File: config.mk
export PLATFORM = sky130hd
export DESIGN_NAME = lamp_ramp_ctrl
export DESIGN_NICKNAME = d
export VERILOG_FILES = /design/src/rtl/lamp_pkg.sv /design/src/rtl/lamp_target_decode.sv /design/src/rtl/lamp_ramp_ctrl.sv
export SDC_FILE = /design/constraint.sdc
export NUM_CORES = 1
export LEC_CHECK = 0
export BUFFER_PORTS_ARGS = -buffer_cell sky130_fd_sc_hd__buf_2
export CAP_MARGIN = 0
export CELL_PAD_IN_SITES_DETAIL_PLACEMENT = 1
export CELL_PAD_IN_SITES_GLOBAL_PLACEMENT = 1
export CORE_ASPECT_RATIO = 0.75
export CORE_UTILIZATION = 36
export DETAILED_ROUTE_END_ITERATION = 16
export HOLD_SLACK_MARGIN = 0.03
export PLACE_DENSITY_LB_ADDON = 0.1
export SLEW_MARGIN = 20
export SYNTH_ARGS = -nofsm -noshare
export SYNTH_HDL_FRONTEND = slang
export SYNTH_SLANG_ARGS = --single-unit
export TNS_END_PERCENT = 10
File: constraint.sdc
create_clock -name clk -period 4.02 [get_ports clk]
set_input_delay 0.603 -clock clk [delete_from_list [all_inputs] [get_ports clk]]
set_output_delay 0.603 -clock clk [all_outputs]
set_load 0.01 [all_outputs]
File: src/rtl/lamp_pkg.sv
// lamp_pkg: shared definitions for the room lighting ramp controller.
//   - one-hot time code constants
//   - controller state enum
//   - count -> thermometer vector helper (sized for the largest legal bank)
package lamp_pkg;

  // Widest lamp bank the 4-bit count can address.
  localparam int LAMP_MAXW = 15;

  localparam logic [3:0] TC_OFF0 = 4'b0000;
  localparam logic [3:0] TC_OFF1 = 4'b0001;
  localparam logic [3:0] TC_OFF2 = 4'b0010;
  localparam logic [3:0] TC_ROOM = 4'b0100;
  localparam logic [3:0] TC_USER = 4'b1000;

  typedef enum logic {
    IDLE = 1'b0,
    RAMP = 1'b1
  } lamp_state_e;

  // Bit i set iff i < n. 16-bit intermediate so n=15 yields 0x7FFF cleanly.
  function automatic logic [LAMP_MAXW-1:0] therm(input logic [3:0] n);
    logic [15:0] t;
    t = (16'd1 << n) - 16'd1;
    return t[LAMP_MAXW-1:0];
  endfunction

endpackage

File: src/rtl/lamp_target_decode.sv
// lamp_target_decode: combinational time-code -> target lamp count.
// Ports:
//   tcode      in  4  one-hot time code
//   ulight     in  4  user-requested lamp count
//   length     in  4  square-room length (target = length/4)
//   cur_target in  4  currently latched target, returned for unknown codes
//   target     out 4  decoded target, clamped to NLAMP
module lamp_target_decode
  import lamp_pkg::*;
#(
  parameter int NLAMP = 15
) (
  input  logic [3:0] tcode,
  input  logic [3:0] ulight,
  input  logic [3:0] length,
  input  logic [3:0] cur_target,
  output logic [3:0] target
);

  localparam logic [3:0] NL4 = 4'(NLAMP);

  logic [3:0] room_cnt;
  logic       unused_len;

  // Room mode uses length/4; the low two bits never matter.
  assign room_cnt   = {2'b00, length[3:2]};
  assign unused_len = ^length[1:0];

  always_comb begin
    target = cur_target;
    case (tcode)
      TC_OFF0, TC_OFF1, TC_OFF2: target = 4'd0;
      TC_ROOM: target = (room_cnt > NL4) ? NL4 : room_cnt;
      TC_USER: target = (ulight > NL4) ? NL4 : ulight;
      default: target = cur_target;   // unknown code: hold target
    endcase
  end

endmodule

File: src/rtl/lamp_ramp_ctrl.sv
// lamp_ramp_ctrl: soft start/stop sequencer for the room lighting bank.
// On update the decoded target is latched and the lit count walks toward it
// one lamp every STEP_CYCLES clocks, limiting inrush current.
// Ports:
//   clk        in   1      system clock, rising edge
//   rst        in   1      synchronous active-high reset
//   tcode      in   4      one-hot time code
//   ulight     in   4      user-requested lamp count
//   length     in   4      square-room length
//   update     in   1      single-cycle recompute/latch request
//   kill       in   1      emergency all-off (below rst only)
//   lamp_en    out  NLAMP  thermometer enable, bit i = (i < lit_count)
//   lit_count  out  4      lamps currently lit
//   busy       out  1      high while ramping
//   done       out  1      one-cycle pulse when a ramp lands on target
module lamp_ramp_ctrl
  import lamp_pkg::*;
#(
  parameter int NLAMP       = 15,
  parameter int STEP_CYCLES = 4
) (
  input  logic             clk,
  input  logic             rst,
  input  logic [3:0]       tcode,
  input  logic [3:0]       ulight,
  input  logic [3:0]       length,
  input  logic             update,
  input  logic             kill,
  output logic [NLAMP-1:0] lamp_en,
  output logic [3:0]       lit_count,
  output logic             busy,
  output logic             done
);

  localparam int TW = (STEP_CYCLES > 1) ? $clog2(STEP_CYCLES) : 1;
  localparam logic [TW-1:0] RELOAD = TW'(STEP_CYCLES - 1);

  lamp_state_e      state;
  logic [TW-1:0]    timer;
  logic [3:0]       target_q;
  logic [3:0]       dec_target;
  logic [3:0]       tgt_eff;
  logic [3:0]       cnt_inc, cnt_dec;
  logic [NLAMP-1:0] en_inc, en_dec;
  logic [LAMP_MAXW-1:0] therm_inc, therm_dec;

  lamp_target_decode #(.NLAMP(NLAMP)) u_dec (
    .tcode      (tcode),
    .ulight     (ulight),
    .length     (length),
    .cur_target (target_q),
    .target     (dec_target)
  );

  // A mid-ramp update retargets on the same edge; unknown codes decode to
  // target_q so the ramp carries on untouched.
  assign tgt_eff = update ? dec_target : target_q;

  // Neighbouring counts and their enable vectors, so lamp_en and lit_count
  // are always loaded together. cnt_dec is only used when lit_count > target.
  always_comb begin
    cnt_inc   = lit_count + 4'd1;
    cnt_dec   = lit_count - 4'd1;
    therm_inc = therm(cnt_inc);
    therm_dec = therm(cnt_dec);
    en_inc    = therm_inc[NLAMP-1:0];
    en_dec    = therm_dec[NLAMP-1:0];
  end

  always_ff @(posedge clk) begin
    if (rst) begin
      state     <= IDLE;
      timer     <= '0;
      target_q  <= 4'd0;
      lit_count <= 4'd0;
      lamp_en   <= '0;
      busy      <= 1'b0;
      done      <= 1'b0;
    end else if (kill) begin
      // Timer is left as-is; every ramp start reloads it anyway.
      state     <= IDLE;
      target_q  <= 4'd0;
      lit_count <= 4'd0;
      lamp_en   <= '0;
      busy      <= 1'b0;
      done      <= 1'b0;
    end else begin
      done <= 1'b0;
      case (state)
        IDLE: begin
          if (update) begin
            target_q <= dec_target;
            if (dec_target != lit_count) begin
              state <= RAMP;
              busy  <= 1'b1;
              timer <= RELOAD;
            end
          end
        end
        RAMP: begin
          if (update) target_q <= dec_target;
          if (tgt_eff == lit_count) begin
            // Retargeted onto the current count: land immediately.
            state <= IDLE;
            busy  <= 1'b0;
            done  <= 1'b1;
          end else if (timer != '0) begin
            timer <= timer - 1'b1;
          end else begin
            timer <= RELOAD;
            if (tgt_eff > lit_count) begin
              lit_count <= cnt_inc;
              lamp_en   <= en_inc;
              if (cnt_inc == tgt_eff) begin
                state <= IDLE;
                busy  <= 1'b0;
                done  <= 1'b1;
              end
            end else begin
              lit_count <= cnt_dec;
              lamp_en   <= en_dec;
              if (cnt_dec == tgt_eff) begin
                state <= IDLE;
                busy  <= 1'b0;
                done  <= 1'b1;
              end
            end
          end
        end
        default: state <= IDLE;
      endcase
    end
  end

endmodule
# After elaboration in Yosys (flattened, before gate mapping)
# Index checks and enable logic that the tools add are counted.
# W data, S select, Z words.
classes:
  addsub: 5
  magnitude_cmp: 3
  n_eq_ne: 14
  shift: 2
  n_mux: 32
  bitwise_logic: 4
  n_reduce_logical: 8
ops:
  columns: ["operator", "count"]
  rows:
  - ["$shl A1 B4 Y15 const A", 2]
  - ["$sub A15 B1 Y15 const B", 2]
  - ["$mux W1", 19]
  - ["$mux W4", 4]
  - ["$mux W15", 1]
  - ["$eq A4 B4 Y1", 3]
  - ["$pmux W4 S3", 1]
  - ["$mux W2", 4]
  - ["$ne A2 B2 Y1 const B", 3]
  - ["$reduce_or A3 Y1", 2]
  - ["$reduce_and A5 Y1", 1]
  - ["$add A4 B1 Y4 const B", 1]
  - ["$eq A4 B1 Y1 const B", 1]
  - ["$eq A4 B2 Y1 const B", 1]
  - ["$eq A4 B3 Y1 const B", 1]
  - ["$eq A4 B4 Y1 const B", 1]
  - ["$gt A2 B4 Y1 const B", 1]
  - ["$gt A4 B4 Y1", 1]
  - ["$gt A4 B4 Y1 const B", 1]
  - ["$logic_not A4 Y1", 1]
  - ["$ne A4 B1 Y1 const B", 1]
  - ["$ne A4 B3 Y1 const B", 1]
  - ["$ne A4 B4 Y1", 1]
  - ["$not A1 Y1", 4]
  - ["9 further kinds", 10]
word_totals:
  reg_bits: 28
  input_bits: 16
  out_inout_bits: 21
  wordCells: 75

# Longest topological paths before layout
# Gate-level depths: netlist of run 1.
logic_depth:
  word_depth: 10
  ltp_mapped: 17
  depth_no_buf: 17

# By module
# From an unflattened synthesis of run 1, not the netlist that was laid out.
hier_totals:
  hier_cells: 232
  hier_area_um2: 1870.5
by_module_without_submodules:
  columns: ["module", "instances", "cells_per_inst", "area_each_um2", "seq_area_each_um2"]
  rows:
  - ["lamp_ramp_ctrl", 1, 213, 1731.7, 560.5]
  - ["lamp_target_decode", 1, 19, 138.9, 0.0]

# Worst setup path before layout of run 1
# No wires, ideal clock.
synth_timing:
  kind: "input port to flip-flop"
  from: "in tcode[0]"
  to: "reg lamp_en[4]"
  setup_time_ns: 0.081
  arrival_ns: 3.784
  required_ns: 3.939
  slack_ns: 0.155
  path_stages: 17
  path_buffers: 0
  path_cell_list: "a211oi_2 o31ai_2 mux2i_1 inv_1 ha_1 nand2b_1 a21oi_1 o21ai_2 mux2i_1 nor3_1 nand2_1 ha_1 inv_1 nand2_1 nor3_1 o21ai_1 a41oi_1"
synth_via:
  elab_chain_cells: 7
  elab_cells_between_ends: 13
synth_lines:
  columns: ["element", "line", "source"]
  rows:
  - ["from (decl)", "lamp_ramp_ctrl.sv:24", "input logic [3:0] tcode,"]
  - ["$eq A4 B1 Y1 (tied with other cells)", "lamp_target_decode.sv:31", "case (tcode)"]
  - ["$reduce_or A3 Y1", "lamp_target_decode.sv:31", null]
  - ["$pmux W4 S3 (*)", "lamp_target_decode.sv:31", null]
  - ["$mux W4 (*)", null, null]
  - ["net tgt_eff[1]", "lamp_ramp_ctrl.sv:42", "logic [3:0] tgt_eff;"]
  - ["parallel branches: the longest is 3 deep, another holds $gt A4 B4 Y1", null, null]
  - ["to (signal assigned)", "lamp_ramp_ctrl.sv:113", "lamp_en <= en_inc;"]
  - ["to (signal assigned)", "lamp_ramp_ctrl.sv:121", "lamp_en <= en_dec;"]
  - ["to (decl)", "lamp_ramp_ctrl.sv:29", "output logic [NLAMP-1:0] lamp_en,"]
# Mark *: on every way through the listed nets, which the timed path passes.
# A chain may end at the register's enable or synchronous reset.

# Worst setup path after layout of run 1
layout_timing:
  from: "in tcode[0]"
  to: "reg lamp_en[8]"
# The elaborated chain is that of the path after synthesis.

==> results.sh, run 1 <==
export IMPL_status="finished, final reports clean"
export IMPL_postRouteAntennaNets=0
export IMPL_layout_drive_gt1_share_pct=23.70
export IMPL_fin_crit_ns=3.679
export IMPL_crit_type="input port to register"
export IMPL_yosys_cell_types_count=56
export IMPL_placed_area_mm2=0.002151
export IMPL_ff2ff_path_depth=14
export IMPL_cts_clk_slew_worst_paths_ns=0.10
export IMPL_yosysTopAreaCell="dfxtp_1"
export IMPL_rsz0062_at_grt="false"
export IMPL_synth_area_leaders="dfxtp_1, ha_1, nor2_1, o21ai_0, xnor2_1"
export IMPL_ys_warnings_count=0
export IMPL_utilization_pct=45.30
export IMPL_startpoint_type="input port"
export IMPL_critPathMaxFanout=6
export IMPL_postSynthAreaPerCell_um2=8.054
export IMPL_antenna_found_initial=0
export IMPL_first_pass_iters=6
export IMPL_worst_r2r_endpoint="lamp_en[8]$_SDFFE_PP0P_"
export IMPL_wl_met3_um=235
export IMPL_gr_total_overflow=0
export IMPL_cts_resized=0
export IMPL_ys_flop_type="dfxtp_1"
export IMPL_fin_crit_sh_pct=91.51
export IMPL_place_port_buffers=34
export IMPL_ios=37
export IMPL_crit_required_ns=4.23
export IMPL_startpoint="tcode[0]"
export IMPL_leakagePower_nw=0.9415
export IMPL_drv_cap=0
export IMPL_cts_sinks=28
export IMPL_rr_startpoint="lit_count[2]$_SDFFE_PP0P_"
export IMPL_cts_tree="built"
export IMPL_numCtsBuffers=3
export IMPL_met2_length_um=2103
export IMPL_area_delta_synth_final_pct=20.35
export IMPL_dieArea_mm2=0.005416
export IMPL_grt_first_pass_wirelength_um=8942
export IMPL_setup_violations=0
export IMPL_report_final_hold_viol_count=0
export IMPL_die_w_um=84.65
export IMPL_syn_nets=253
export IMPL_fin_skew_ns=0.004149
export IMPL_synth_yosys_seq_area_share_pct=30.39
export IMPL_clockBufferDepth=2
export IMPL_tns_ns=0
export IMPL_dpl_hpwl_um=3972
export IMPL_yosysTopAreaCellShare_pct=30.39
export IMPL_cts_max_level=1
export IMPL_synth_seq_cells=28
export IMPL_mostFrequentLayoutCell="buf_2"
export IMPL_drt_met1_wl_um=2878
export IMPL_grt_pass1_vias=1771
export IMPL_drtIter0Drc=102
export IMPL_rows=22
export IMPL_cts_setup_buffers=0
export IMPL_core_mm2=0.004900
export IMPL_total_power_uw=537.3
export IMPL_cp_data_arrival_time_ns=3.89
export IMPL_die_h_um=63.99
export IMPL_postSynthCellCount=229
export IMPL_routed_top_layer="met4"
export IMPL_timing_slew_headroom_pct=54.84
export IMPL_via_per_inst=5.527
export IMPL_drc=0
export IMPL_peakVddDrop_v=0.0001297
export IMPL_clk_latency_ns=0.28
export IMPL_worst_pin_slew_ns=0.6749
export IMPL_drv_slew=0
export IMPL_timing_fmax_ghz=0.2718
export IMPL_r2r_slack_ns=0.68
export IMPL_wl_per_cell_um=15.88
export IMPL_final_cell_mix="buf_2, dfxtp_1, nor2_1"
export IMPL_diodes=0
export IMPL_finalNetCount=295
export IMPL_synthesis_area_mm2=0.001844
export IMPL_stdcell_area_mm2=0.002220
export IMPL_async_flop_share_pct=0
export IMPL_routed_wl_um=5239
export IMPL_place_congestion=0.7849
export IMPL_crit_end="lamp_en[8]$_SDFFE_PP0P_"
export IMPL_hp_class="register to register"
export IMPL_initial_utilization_pct=37.64
export IMPL_dr_total_vias=1824
export IMPL_hold_start="busy$_SDFFE_PP0P_"
export IMPL_cellPowerDensity_mw_per_mm2=242.1
export IMPL_grt_max_degree=24
export IMPL_track_usage_pct=20.73
export IMPL_synth_edf_count=0
export IMPL_cts_root_buffer="clkbuf_8"
export IMPL_worstSetupEndpointType="register"
export IMPL_hold_buffers=0
-- cell type report --
cell class                      instances  area [µm²]
Fill cell                             639        2680
Multi-Input combinational cell        181        1220
Sequential cell                        28       560.5
Timing Repair Buffer                   48       275.3
Tap cell                               60       75.07
Clock buffer                            4       55.05
Inverter                                9       33.78
-- sequential cells by signal, indices dropped and copies added, names as in the netlist --
name / flops
state: 1
target_q: 4
busy: 1
lamp_en: 15
lit_count: 4
timer: 2
done: 1
-- critical path, stage by stage --
cell and delay, ns:
buf_2 0.15, a211oi_2 0.13, o31ai_4 0.35, mux2i_1 0.28
inv_1 0.08, ha_1 0.31, and4_1 0.24, o21ai_0 0.10
o311a_1 0.21, nand3_1 0.13, nor3_2 0.27, nand2_1 0.10
ha_1 0.21, inv_1 0.07, nand2_1 0.12, nor2_1 0.23
o21ai_0 0.13, a31oi_1 0.17
-- kinds of logic after synthesis --
logic type / after synthesis / synth area share (%)
AO/OA/AOI/OAI: 69 / 25.78
XOR/XNOR: 13 / 8.074
adder cells (fa/ha/maj): 8 / 5.428
buffers and inverters: 20 / 4.206
flip-flops: 28 / 30.39
multiplexers: 4 / 2.239
AND/OR/NAND/NOR: 87 / 23.88
-- worst min-delay path by stage --
stage	cells after the start	end	slack, ns
6_report	2	busy$_SDFFE_PP0P_	0.46
5_1_grt	2	lamp_en[7]$_SDFFE_PP0P_	0.49
4_1_cts	2	busy$_SDFFE_PP0P_	0.46
3_5_place_dp	2	busy$_SDFFE_PP0P_	0.45
3_3_place_gp	2	busy$_SDFFE_PP0P_	0.44
2_1_floorplan	1	timer[1]$_SDFFE_PP0P_	0.45
-- synth_stat cells, types with 2 or more instances --
master,number
nand2_1,18
xnor3_1,2
and3_1,2
nor3_1,11
mux2i_1,3
nand4_1,4
nand2b_1,4
a311oi_1,2
nor3_2,2
nor4_1,2
o31ai_1,2
dfxtp_1,28
o311ai_1,2
nor2_1,22
or3_1,3
clkbuf_1,8
buf_2,2
nor2b_1,3
xnor2_1,9
nand3b_1,4
a31oi_1,6
o21ai_0,16
a22oi_1,2
ha_1,8
a21oi_1,15
a32oi_1,2
nand3_1,6
a211oi_1,4
and2_1,2
inv_1,9
-- routing by layer --
layer / up-vias / track usage (%)
met1: 861 / 30.97
met3: 2 / 3.618
li1: 924 / -
met2: 37 / 31.81
met5: - / 0
met4: 0 / 2.542
-- where the power goes --
| part | switching, mW | leakage (nW) | internal [mW] |
|---|---|---|---|
| combinational | 0.0473 | 0.687 | 0.0308 |
| clock | 0.0904 | 0.0288 | 0.0879 |
| sequential | 0.00179 | 0.226 | 0.279 |
-- per-stage QoR --
step                      worst slack, ns  cells  hold WS [ns]
after floorplan                    0.1550    229        0.4524
after global placement            0.04002    326        0.4422
after detailed placement         -0.06816    326        0.4472
after CTS                          0.2204    330        0.4620
after global routing              0.03092    330        0.4880
final                              0.3414    330        0.4561
(Power assumes the default switching activity.)
==> inputs of run 2 (changes only) <==
- CORE_ASPECT_RATIO: 0.75 -> not set
- CTS_CLUSTER_SIZE: not set -> 8
==> run 2 against run 1 <==
  * Count of clock-buffer cells in the layout decreased by 1
  * Utilization increased by 2.0 points
  * Critical endpoint unchanged
  * Final area increased by 2.7%
  * First-iteration DRC count decreased by 52%
  * Worst setup slack improved by 0.030 ns
  * Clock power increased by 29%
  * Critical path type unchanged
  * Sequential cell count unchanged
  * Largest cell class unchanged
  * Via count increased by 3.5%
  * Highest routed layer unchanged
  * Die area about the same
  * Sequential power about the same
  * Clock skew increased by 0.0051 ns
==> results.sh, run 2 (synthesis gave the netlist of run 1 again) <==
export IMPL_gr_total_overflow=0
export IMPL_place_congestion=0.8167
export IMPL_largest_reg_flops=15
export IMPL_mostFrequentLayoutCell="buf_2"
export IMPL_hold_start="lamp_en[11]$_SDFFE_PP0P_"
export IMPL_p_sw_share_pct=24.36
export IMPL_hold_depth=2
export IMPL_drv_cap=0
export IMPL_crit_required_ns=4.23
export IMPL_die_h_um=73.58
export IMPL_setup_violations=0
export IMPL_routed_wl_um=5477
export IMPL_rsz0062_at_grt="false"
export IMPL_cp_data_arrival_time_ns=3.86
export IMPL_grt_max_degree=19
export IMPL_r2r_slack_ns=1.02
export IMPL_rows=25
export IMPL_worst_pin_slew_ns=0.6623
export IMPL_min_to="lamp_en[11]$_SDFFE_PP0P_"
export IMPL_p_int_uw=445.1
export IMPL_dpl_hpwl_um=4196
export IMPL_postRouteAntennaNets=0
export IMPL_cts_clk_slew_worst_paths_ns=0.10
export IMPL_total_power_uw=588.4
export IMPL_die_w_um=73.58
export IMPL_pwr_share_comb_pct=13.4
export IMPL_core_mm2=0.004817
export IMPL_clk_latency_ns=0.28
export IMPL_dieArea_mm2=0.005413
export IMPL_fin_crit_sh_pct=90.76
export IMPL_pwr_share_seq_pct=47.7
export IMPL_rr_startpoint="lit_count[1]$_SDFFE_PP0P_"
export IMPL_fin_crit_ns=3.649
export IMPL_net_switching_power_uw=143.4
export IMPL_worstSetupEndpointType="register"
export IMPL_layout_drive_gt1_share_pct=25.36
export IMPL_fill_cells=631
export IMPL_drc=0
export IMPL_drv_slew=0
export IMPL_ios=37
export IMPL_wl_per_cell_um=15.97
export IMPL_placed_cells=339
export IMPL_crit_type="input port to register"
export IMPL_worst_r2r_endpoint="lamp_en[8]$_SDFFE_PP0P_"
export IMPL_cts_setup_buffers=0
export IMPL_cts_sinks=28
export IMPL_finalNetCount=301
export IMPL_ff2ff_path_depth=15
export IMPL_antenna_found_initial=0
export IMPL_diodes=0
export IMPL_dr_total_vias=1888
export IMPL_grt_first_pass_wirelength_um=8949
export IMPL_stdcell_area_mm2=0.002280
export IMPL_critPathMaxFanout=7
export IMPL_cts_tree="built"
export IMPL_whs_ns=0.4584
export IMPL_finalNonFillerCells=343
export IMPL_place_port_buffers=34
export IMPL_fin_skew_ns=0.009231
export IMPL_numCtsBuffers=3
export IMPL_cellPowerDensity_mw_per_mm2=258.1
export IMPL_first_pass_iters=4
export IMPL_area_delta_synth_final_pct=23.61
export IMPL_via_per_inst=5.504
export IMPL_peakVddDrop_v=0.0001284
export IMPL_startpoint_type="input port"
export IMPL_hp_class="register to register"
export IMPL_status="finished, final reports clean"
export IMPL_clockBufferDepth=2
export IMPL_regMostFlops="lamp_en"
export IMPL_cts_max_level=1
export IMPL_initial_utilization_pct=38.29
export IMPL_startpoint="tcode[3]"
export IMPL_report_final_hold_viol_count=0
export IMPL_cts_root_buffer="clkbuf_8"
export IMPL_track_usage_pct=21.56
export IMPL_reg_largest_list="lamp_en: 15 flops, lit_count: 4 flops, target_q: 4 flops"
export IMPL_leakagePower_nw=0.9793
export IMPL_grt_pass1_vias=1854
export IMPL_timing_fmax_ghz=0.2741
export IMPL_final_cell_mix="buf_2, dfxtp_1, nor2_1"
export IMPL_drtIter0Drc=49
export IMPL_timing_slew_headroom_pct=55.68
export IMPL_tns_ns=0
export IMPL_clkPwrFrac_pct=38.9
export IMPL_placed_area_mm2=0.002205
run 2: changes by cell type in the layout (fill, tap and decap cells not counted), sizes merged:
cell	previous run	this run
buf	48	54
bufinv	0	1
clkbuf	4	3
run 2: power groups by stage:
stage          registers [mW]  clock network (mW)  logic (mW)
6_report                0.281               0.229      0.0786
5_1_grt                 0.281               0.243      0.0874
4_1_cts                 0.281               0.238      0.0796
3_5_place_dp            0.287                   0      0.0790
3_3_place_gp            0.287                   0      0.0778
2_1_floorplan           0.287                   0      0.0444
run 2: layout make-up:
type	instances	area, µm²	area share (%)
Tap cell	67	83.83	3.677
Timing Repair Buffer	54	320.3	14.05
Multi-Input combinational cell	181	1210	53.07
Sequential cell	28	560.5	24.59
Clock inverter	1	30.03	1.317
Inverter	9	33.78	1.482
Clock buffer	3	41.29	1.811
run 2: worst max-delay path by stage:
stage	slack, ns	cells after the start	end
4_1_cts	0.32	20	lamp_en[8]$_SDFFE_PP0P_
2_1_floorplan	0.15	17	lamp_en[4]$_SDFFE_PP0P_
3_3_place_gp	0.12	19	lamp_en[8]$_SDFFE_PP0P_
6_report	0.37	20	lamp_en[8]$_SDFFE_PP0P_
5_1_grt	0.05	20	lamp_en[4]$_SDFFE_PP0P_
3_5_place_dp	0.06	20	lamp_en[8]$_SDFFE_PP0P_
run 2: stage by stage:
stage / setup WS [ns] / utilization (%)
6_report: 0.3715 / 47.32
2_1_floorplan: 0.1550 / -
4_1_cts: 0.3249 / 47.25
3_3_place_gp: 0.1167 / 45.77
5_1_grt: 0.04907 / 47.32
3_5_place_dp: 0.06321 / 45.77
run 2: critical path: stages:
cell and delay [ns]:
buf_2 0.14, nor3_2 0.30, o31ai_2 0.12, buf_4 0.16, a32oi_2 0.18, inv_1 0.08, ha_1 0.31, nand4_1 0.22
nand4_1 0.16, o311a_1 0.19, nand3_1 0.10, nor3_1 0.20, buf_4 0.15, nand2_1 0.06, ha_1 0.21, inv_1 0.08
nand2_1 0.12, nor2_1 0.16, o21ai_0 0.12, a31oi_1 0.18
run 2: per-layer routing:
metal,wire (µm),track usage (%),vias to the layer above
met4,46,4.701,0
li1,-,-,939
met2,2817,40.77,34
met1,2457,25.65,911
met3,156,2.743,4
met5,0,0,-
run 2: repair_timing:
action                     CTS  global route
resized for setup            0             1
hold buffers                 0             0
hold endpoints to repair     0             0
setup endpoints to repair    0             1
